## src/rtl/ex_div_if.sv

```systemverilog
// EX-stage divider request/response bundle: operands and flush in, result, ready and stall out.
interface ex_div_if #(
    parameter int WIDTH = 32
);
    logic                 start_i;
    logic                 signed_i;
    logic [WIDTH-1:0]     opdata1_i;
    logic [WIDTH-1:0]     opdata2_i;
    logic                 annul_i;
    logic [2*WIDTH-1:0]   result_o;
    logic                 ready_o;
    logic                 stallreq_o;

    modport master (
        output start_i, signed_i, opdata1_i, opdata2_i, annul_i,
        input  result_o, ready_o, stallreq_o
    );

    modport slave (
        input  start_i, signed_i, opdata1_i, opdata2_i, annul_i,
        output result_o, ready_o, stallreq_o
    );
endinterface

```

## src/rtl/ex_div_ctrl.sv

```systemverilog
// Multi-cycle radix-2 restoring divide sequencer for the EX stage.
// Returns {remainder, quotient}; stalls the pipeline while busy; annul aborts.
//
//  state      | meaning
//  -----------+-------------------------------------------------------
//  ST_IDLE    | waiting for start_i; operands latched on acceptance
//  ST_DIVZERO | divisor was zero; result forced to 0
//  ST_ON      | one restoring step per cycle, sign fix when cnt==WIDTH
//  ST_END     | result held; ready_o asserted while start_i stays high
module ex_div_ctrl #(
    parameter int WIDTH = 32
) (
    input  logic     clk,
    input  logic     rst,
    ex_div_if.slave  div_if
);
    localparam int CNT_W = $clog2(WIDTH + 1);

    typedef enum logic [1:0] {
        ST_IDLE    = 2'd0,
        ST_DIVZERO = 2'd1,
        ST_ON      = 2'd2,
        ST_END     = 2'd3
    } state_t;

    state_t               state_q, state_d;
    logic [CNT_W-1:0]     cnt_q, cnt_d;
    logic [WIDTH-1:0]     rem_q, rem_d;
    logic [WIDTH-1:0]     quo_q, quo_d;
    logic [WIDTH-1:0]     dvsr_q, dvsr_d;
    logic                 neg_quo_q, neg_quo_d;
    logic                 neg_rem_q, neg_rem_d;
    logic [2*WIDTH-1:0]   result_q, result_d;
    logic                 ready_q, ready_d;

    logic                 start, annul, accept;
    logic                 op1_neg, op2_neg;
    logic [WIDTH-1:0]     op1_abs, op2_abs;
    logic [WIDTH:0]       minuend, diff;
    logic                 take_sub;
    logic [WIDTH-1:0]     rem_step, quo_step;
    logic [WIDTH-1:0]     quo_fix, rem_fix;
    logic                 cnt_done;

    assign start  = div_if.start_i;
    assign annul  = div_if.annul_i;
    assign accept = start & ~annul;

    // Signed mode runs the core on magnitudes; the most negative value maps onto itself.
    assign op1_neg = div_if.signed_i & div_if.opdata1_i[WIDTH-1];
    assign op2_neg = div_if.signed_i & div_if.opdata2_i[WIDTH-1];
    assign op1_abs = op1_neg ? ('0 - div_if.opdata1_i) : div_if.opdata1_i;
    assign op2_abs = op2_neg ? ('0 - div_if.opdata2_i) : div_if.opdata2_i;

    // Partial remainder kept one bit wider so divisors above 2^(WIDTH-1) never lose the carry-out.
    assign minuend  = {rem_q, quo_q[WIDTH-1]};
    assign diff     = minuend - {1'b0, dvsr_q};
    assign take_sub = ~diff[WIDTH];
    assign rem_step = take_sub ? diff[WIDTH-1:0] : minuend[WIDTH-1:0];
    assign quo_step = {quo_q[WIDTH-2:0], take_sub};

    assign quo_fix  = neg_quo_q ? ('0 - quo_q) : quo_q;
    assign rem_fix  = neg_rem_q ? ('0 - rem_q) : rem_q;
    assign cnt_done = (cnt_q == CNT_W'(WIDTH));

    always_ff @(posedge clk) begin
        if (rst) begin
            state_q   <= ST_IDLE;
            cnt_q     <= '0;
            rem_q     <= '0;
            quo_q     <= '0;
            dvsr_q    <= '0;
            neg_quo_q <= 1'b0;
            neg_rem_q <= 1'b0;
            result_q  <= '0;
            ready_q   <= 1'b0;
        end else begin
            state_q   <= state_d;
            cnt_q     <= cnt_d;
            rem_q     <= rem_d;
            quo_q     <= quo_d;
            dvsr_q    <= dvsr_d;
            neg_quo_q <= neg_quo_d;
            neg_rem_q <= neg_rem_d;
            result_q  <= result_d;
            ready_q   <= ready_d;
        end
    end

    always_comb begin
        state_d = state_q;
        if (annul) begin
            state_d = ST_IDLE;
        end else begin
            unique case (state_q)
                ST_IDLE: begin
                    if (start) begin
                        state_d = (div_if.opdata2_i == '0) ? ST_DIVZERO : ST_ON;
                    end
                end
                ST_DIVZERO: state_d = ST_END;
                ST_ON: begin
                    if (cnt_done) begin
                        state_d = ST_END;
                    end
                end
                ST_END: begin
                    if (!start) begin
                        state_d = ST_IDLE;
                    end
                end
                default: state_d = ST_IDLE;
            endcase
        end
    end

    always_comb begin
        cnt_d     = cnt_q;
        rem_d     = rem_q;
        quo_d     = quo_q;
        dvsr_d    = dvsr_q;
        neg_quo_d = neg_quo_q;
        neg_rem_d = neg_rem_q;
        result_d  = result_q;
        // ready_o is only ever high in END; leaving END by any path clears it.
        ready_d   = (state_q == ST_END) & accept;
        if (!annul) begin
            unique case (state_q)
                ST_IDLE: begin
                    if (start) begin
                        cnt_d     = '0;
                        rem_d     = '0;
                        quo_d     = op1_abs;
                        dvsr_d    = op2_abs;
                        neg_quo_d = op1_neg ^ op2_neg;
                        neg_rem_d = op1_neg;
                    end
                end
                ST_DIVZERO: result_d = '0;
                ST_ON: begin
                    if (!cnt_done) begin
                        rem_d = rem_step;
                        quo_d = quo_step;
                        cnt_d = cnt_q + CNT_W'(1);
                    end else begin
                        result_d = {rem_fix, quo_fix};
                    end
                end
                default: ;
            endcase
        end
    end

    assign div_if.result_o   = result_q;
    assign div_if.ready_o    = ready_q;
    assign div_if.stallreq_o = start & ~ready_q & ~annul;

endmodule

```

## src/flat_wrapper.sv

```systemverilog
// flat-port wrapper written by rule: the top's interface ports become plain ports
module ex_div_ctrl_flat 
#(
    parameter int WIDTH = 32
)
  (clk, rst, div_if_start_i, div_if_signed_i, div_if_opdata1_i, div_if_opdata2_i, div_if_annul_i, div_if_result_o, div_if_ready_o, div_if_stallreq_o);
  ex_div_if #(.WIDTH(WIDTH)) div_if_i ();
  input  logic clk;
  input  logic rst;
  input wire logic [$bits(div_if_i.start_i)-1:0] div_if_start_i;
  input wire logic [$bits(div_if_i.signed_i)-1:0] div_if_signed_i;
  input wire logic [$bits(div_if_i.opdata1_i)-1:0] div_if_opdata1_i;
  input wire logic [$bits(div_if_i.opdata2_i)-1:0] div_if_opdata2_i;
  input wire logic [$bits(div_if_i.annul_i)-1:0] div_if_annul_i;
  output wire logic [$bits(div_if_i.result_o)-1:0] div_if_result_o;
  output wire logic [$bits(div_if_i.ready_o)-1:0] div_if_ready_o;
  output wire logic [$bits(div_if_i.stallreq_o)-1:0] div_if_stallreq_o;
  assign div_if_i.start_i = div_if_start_i;
  assign div_if_i.signed_i = div_if_signed_i;
  assign div_if_i.opdata1_i = div_if_opdata1_i;
  assign div_if_i.opdata2_i = div_if_opdata2_i;
  assign div_if_i.annul_i = div_if_annul_i;
  assign div_if_result_o = div_if_i.result_o;
  assign div_if_ready_o = div_if_i.ready_o;
  assign div_if_stallreq_o = div_if_i.stallreq_o;
  ex_div_ctrl #(.WIDTH(WIDTH)) u_core (.clk(clk), .rst(rst), .div_if(div_if_i));
endmodule
```

## config.mk

```make
export PLATFORM = sky130hd
export DESIGN_NAME = ex_div_ctrl_flat
export DESIGN_NICKNAME = d
export VERILOG_FILES = /design/src/rtl/ex_div_if.sv /design/src/rtl/ex_div_ctrl.sv /design/src/flat_wrapper.sv
export SDC_FILE = /design/constraint.sdc
export NUM_CORES = 1
export LEC_CHECK = 0
export BUFFER_PORTS_ARGS = -buffer_cell sky130_fd_sc_hd__buf_4
export CORE_MARGIN = 2
export CORE_UTILIZATION = 36
export CTS_CLUSTER_DIAMETER = 40
export CTS_CLUSTER_SIZE = 8
export DETAILED_ROUTE_END_ITERATION = 8
export PLACE_DENSITY_LB_ADDON = 0.08
export SLEW_MARGIN = 20
export SYNTH_ARGS = -nofsm -noshare
export SYNTH_HDL_FRONTEND = slang
export SYNTH_SLANG_ARGS = --single-unit
```

## constraint.sdc

```tcl
create_clock -name clk -period 3.81 [get_ports clk]
set_input_delay 0.381 -clock clk [delete_from_list [all_inputs] [get_ports clk]]
set_output_delay 0.381 -clock clk [all_outputs]
set_load 0.02 [all_outputs]
```

==> run_results.csv <==
group,metric,value,unit
global_routing,grt_pass1_vias,9536,
detailed_routing,wire_per_inst,17.5,um
clocking,ctsResizeCount,0,
run,maxCapViolations,0,
timing,finalHoldViolations,0,
yosys,synth.area.top_cells,"dfxtp_1 32%, xnor2_1 6.8%, nand2_1 5.1%",
yosys,syn_area,10800,um^2
hold_path,min_path_cells,2,
clocking,clockBufferDepth,2,
layout,nets,1602,
layout,final_util,43.3,%
power,irDropWorstVdd,323,uV
hold_path,holdCritStartpoint,"div_if_annul_i",
clocking,clk_pin_slew_worst_paths,0.08,ns
floorplanning,num_rows,63,
detailed_routing,drt_iter0_drc,856,
critical_path,path_max_fanout,7,
critical_path,crit_type,"flip-flop to flip-flop",
yosys,yosysWarningCount,0,
global_routing,grt_start_max_net_pins,69,
timing,period_needed,3.57,ns
critical_path,cp_slowest_stage_delay,0.57,ns
floorplanning,io_pins,135,
detailed_routing,wirelength,33.1,mm
timing,worst_pin_slew,0.966,ns
yosys,synth_edf_count,0,
timing,relSlewSlack,35.6,%
clocking,clock-root-buffer,"clkbuf_16",
status,outcome,"finished, final reports clean",
timing,whs,0.233,ns
critical_path,reg2reg_to,"u_core.div_if.result_o[29]$_SDFFE_PP0P_",
clocking,cts_buffers,17,
critical_path,r2r_cells,8,
yosys,syn-instance-count,1397,
placement,dpl.cell_count,1862,
hold_path,hp-class,"input pin to flip-flop",
power,power_density,354,nW/um^2
yosys,synth_top_family_by_area,"compound AO/OA/AOI/OAI gates",
yosys,muxShareOfSynthArea,0.105,%
clocking,cts_tree,"yes",
layout,num_antenna_cells,0,
critical_path,critPathTopFamily,"simple AND/OR/NAND/NOR gates",
global_routing,grt.total_usage,21.1,%
timing,slew_viol_final,0,
critical_path,r2r_start,"u_core.quo_q[2]$_SDFFE_PP0P_",
yosys,synthXorXnorAreaFrac,11.8,%
critical_path,crit_path_end_kind,"flip-flop",
floorplanning,dieHeight,177,um
yosys,synth_fa_ha_area_share,4.95,%
global_routing,grt_pass1_wl,52.6,mm
power,p_leak,0.00507,uW
detailed_routing,drt_pre_antenna_iters,5,
yosys,yosys.area.top_type,"dfxtp_1",
yosys,synth_cell_type_count,61,
global_routing,grt.overflow.total,0,
critical_path,critical_path.cell_chain,"or4_4, or4_4, or3_4, or4_1, or4_4, o41ai_4, xor2_1, o21ai_1",
yosys,mappedNetlistNets,1508,
clocking,cts.sinks,171,
placement,dp_hpwl,25.0,mm
layout,n_fill_cell,3114,
critical_path,rrSetupSlack,0.24,ns
yosys,synthSimpleGateAreaFrac,22.5,%
placement,finalWeightedCongestion,0.876,
timing,max_freq,280,MHz
critical_path,start_kind,"flip-flop",
critical_path,cpMostUsedCell,"or4_4",
placement,numPortBuffers,134,
yosys,avgSynthCellArea,7.70,um^2
clocking,cts_setup_buffers,0,
yosys,synthMostInstantiatedCell,"dfxtp_1",
critical_path,cp.arrival,3.87,ns
hold_path,hold_end,"u_core.state_q[1]$_SDFFE_PP0P_",
critical_path,worstPathBufferInverterCount,0,
yosys,synth-async-reset-ratio,0,%
yosys,synth_ff_type,"dfxtp_1",
yosys,synth_seq_cells,171,
timing,period_share,93.8,%
yosys,synthTopCellsByCount,"171 x dfxtp_1, 147 x nand2_1, 142 x nor2_1",
floorplanning,dieArea,31300,um^2
yosys,netlist.area_leader.share,31.8,%
floorplanning,start_util,36.4,%
critical_path,cp.required,4.11,ns
clocking,ctsHoldBuffers,0,
global_routing,antenna_found_initial,0,
floorplanning,core,29600,um^2
yosys,synth_compound_gate_area_share,23.9,%
detailed_routing,vias_per_cell,5.49,
clocking,clkLatencyLatePin,0.44,ns
timing,setup_tns,0,ns
yosys,ys_seq_area_share,31.8,%
layout,drive_gt1_share,14.6,%
timing,fin_worst_skew,0.0140,ns
timing,rsz0062_at_grt,"false",
timing,setup_violations,0,
detailed_routing,ant_nets,0,
critical_path,crit_slowest_cell,"or4_4",
clocking,htree_levels,4,
floorplanning,dieWidth,177,um
detailed_routing,num_vias,10400,
detailed_routing,drcViolationCount,0,
layout,syn_to_final_growth,19.1,%
layout,finalNonFillerCells,1894,
-- worst register-to-register path: cells and delay by family (launching register included) --
family                    cells  cell delay, ns
xor gates and xnor gates      1            0.17
and+or+nand+nor               5            2.53
AOI/OAI and AO/OA             2            0.38
DFF                           1            0.37
-- report_power, final --
part | switching [uW] | internal (uW) | total (uW)
clock | 861 | 888 | 1750
sequential | 53.3 | 1840 | 1890
combinational | 543 | 348 | 892
total | 1460 | 3070 | 4530
-- state kept, by name (all words and copies together), names as in the netlist --
| register | count |
|---|---|
| u_core.cnt_q | 6 |
| u_core.div_if.ready_o | 1 |
| u_core.div_if.result_o | 64 |
| u_core.dvsr_q | 32 |
| u_core.neg_quo_q | 1 |
| u_core.neg_rem_q | 1 |
| u_core.quo_q | 32 |
| u_core.rem_q | 32 |
| u_core.state_q | 2 |
-- how the worst max path moves through the flow --
stage / from / to / slack [ns] / cells after the start
after floorplan: u_core.quo_q[2]$_SDFFE_PP0P_ / u_core.div_if.result_o[29]$_SDFFE_PP0P_ / 0.48 / 8
final: u_core.quo_q[2]$_SDFFE_PP0P_ / u_core.div_if.result_o[29]$_SDFFE_PP0P_ / 0.24 / 8
after detailed placement: u_core.quo_q[2]$_SDFFE_PP0P_ / u_core.div_if.result_o[29]$_SDFFE_PP0P_ / 0.26 / 8
after global placement: u_core.quo_q[2]$_SDFFE_PP0P_ / u_core.div_if.result_o[29]$_SDFFE_PP0P_ / 0.26 / 8
after global routing: u_core.quo_q[2]$_SDFFE_PP0P_ / u_core.div_if.result_o[26]$_SDFFE_PP0P_ / 0.05 / 8
after CTS: u_core.quo_q[2]$_SDFFE_PP0P_ / u_core.div_if.result_o[29]$_SDFFE_PP0P_ / 0.26 / 8
-- cell type report --
class	instances	area, um^2	share of cell area, %
Clock buffer	17	425	3.32
Tap cell	390	488	3.81
Clock inverter	15	173	1.35
Multi-Input combinational cell	1086	6860	53.5
Sequential cell	171	3420	26.7
Timing Repair Buffer	160	1240	9.67
Inverter	55	206	1.61
-- placed cells by master (no fill, tap or decap), drive strengths merged, types with 15 or more instances in the layout --
cell	n
nor2	142
nand3	90
nand2	147
a222oi	24
o41ai	18
or3	15
or4	18
ha	41
xor2	61
inv	63
clkbuf	17
a21oi	88
a211oi	33
dfxtp	171
o21ai	90
buf	160
nor3	33
a22oi	28
o31ai	28
xnor2	84
-- logic make-up (layout without fill, tap and decap cells) --
| logic type | after synthesis | in the layout |
|---|---|---|
| AO/OA/AOI/OAI | 381 | 381 |
| XOR/XNOR | 145 | 145 |
| adder cells (fa/ha/maj) | 42 | 42 |
| buffers and inverters | 140 | 247 |
| flip-flops | 171 | 171 |
| multiplexers | 1 | 1 |
| AND/OR/NAND/NOR | 517 | 517 |
-- through the flow --
stage          power [uW]  worst slack [ns]  area (um^2)
2_1_floorplan        2520             0.482        10800
3_3_place_gp         2820             0.265        12200
3_5_place_dp         2820             0.258        12200
4_1_cts              4570             0.256        12800
5_1_grt              4750            0.0549        12800
6_report             4530             0.238        12800
-- layer usage --
layer  vias to the layer above  GRT usage, %  routed length, um
li1                       5263             -                  -
met1                      4893          31.8              17400
met2                       226          32.3              14200
met3                        18          2.71               1260
met4                         0          3.68                267
met5                         -             0                  0
No activity file was read; power rests on OpenSTA's default activity.
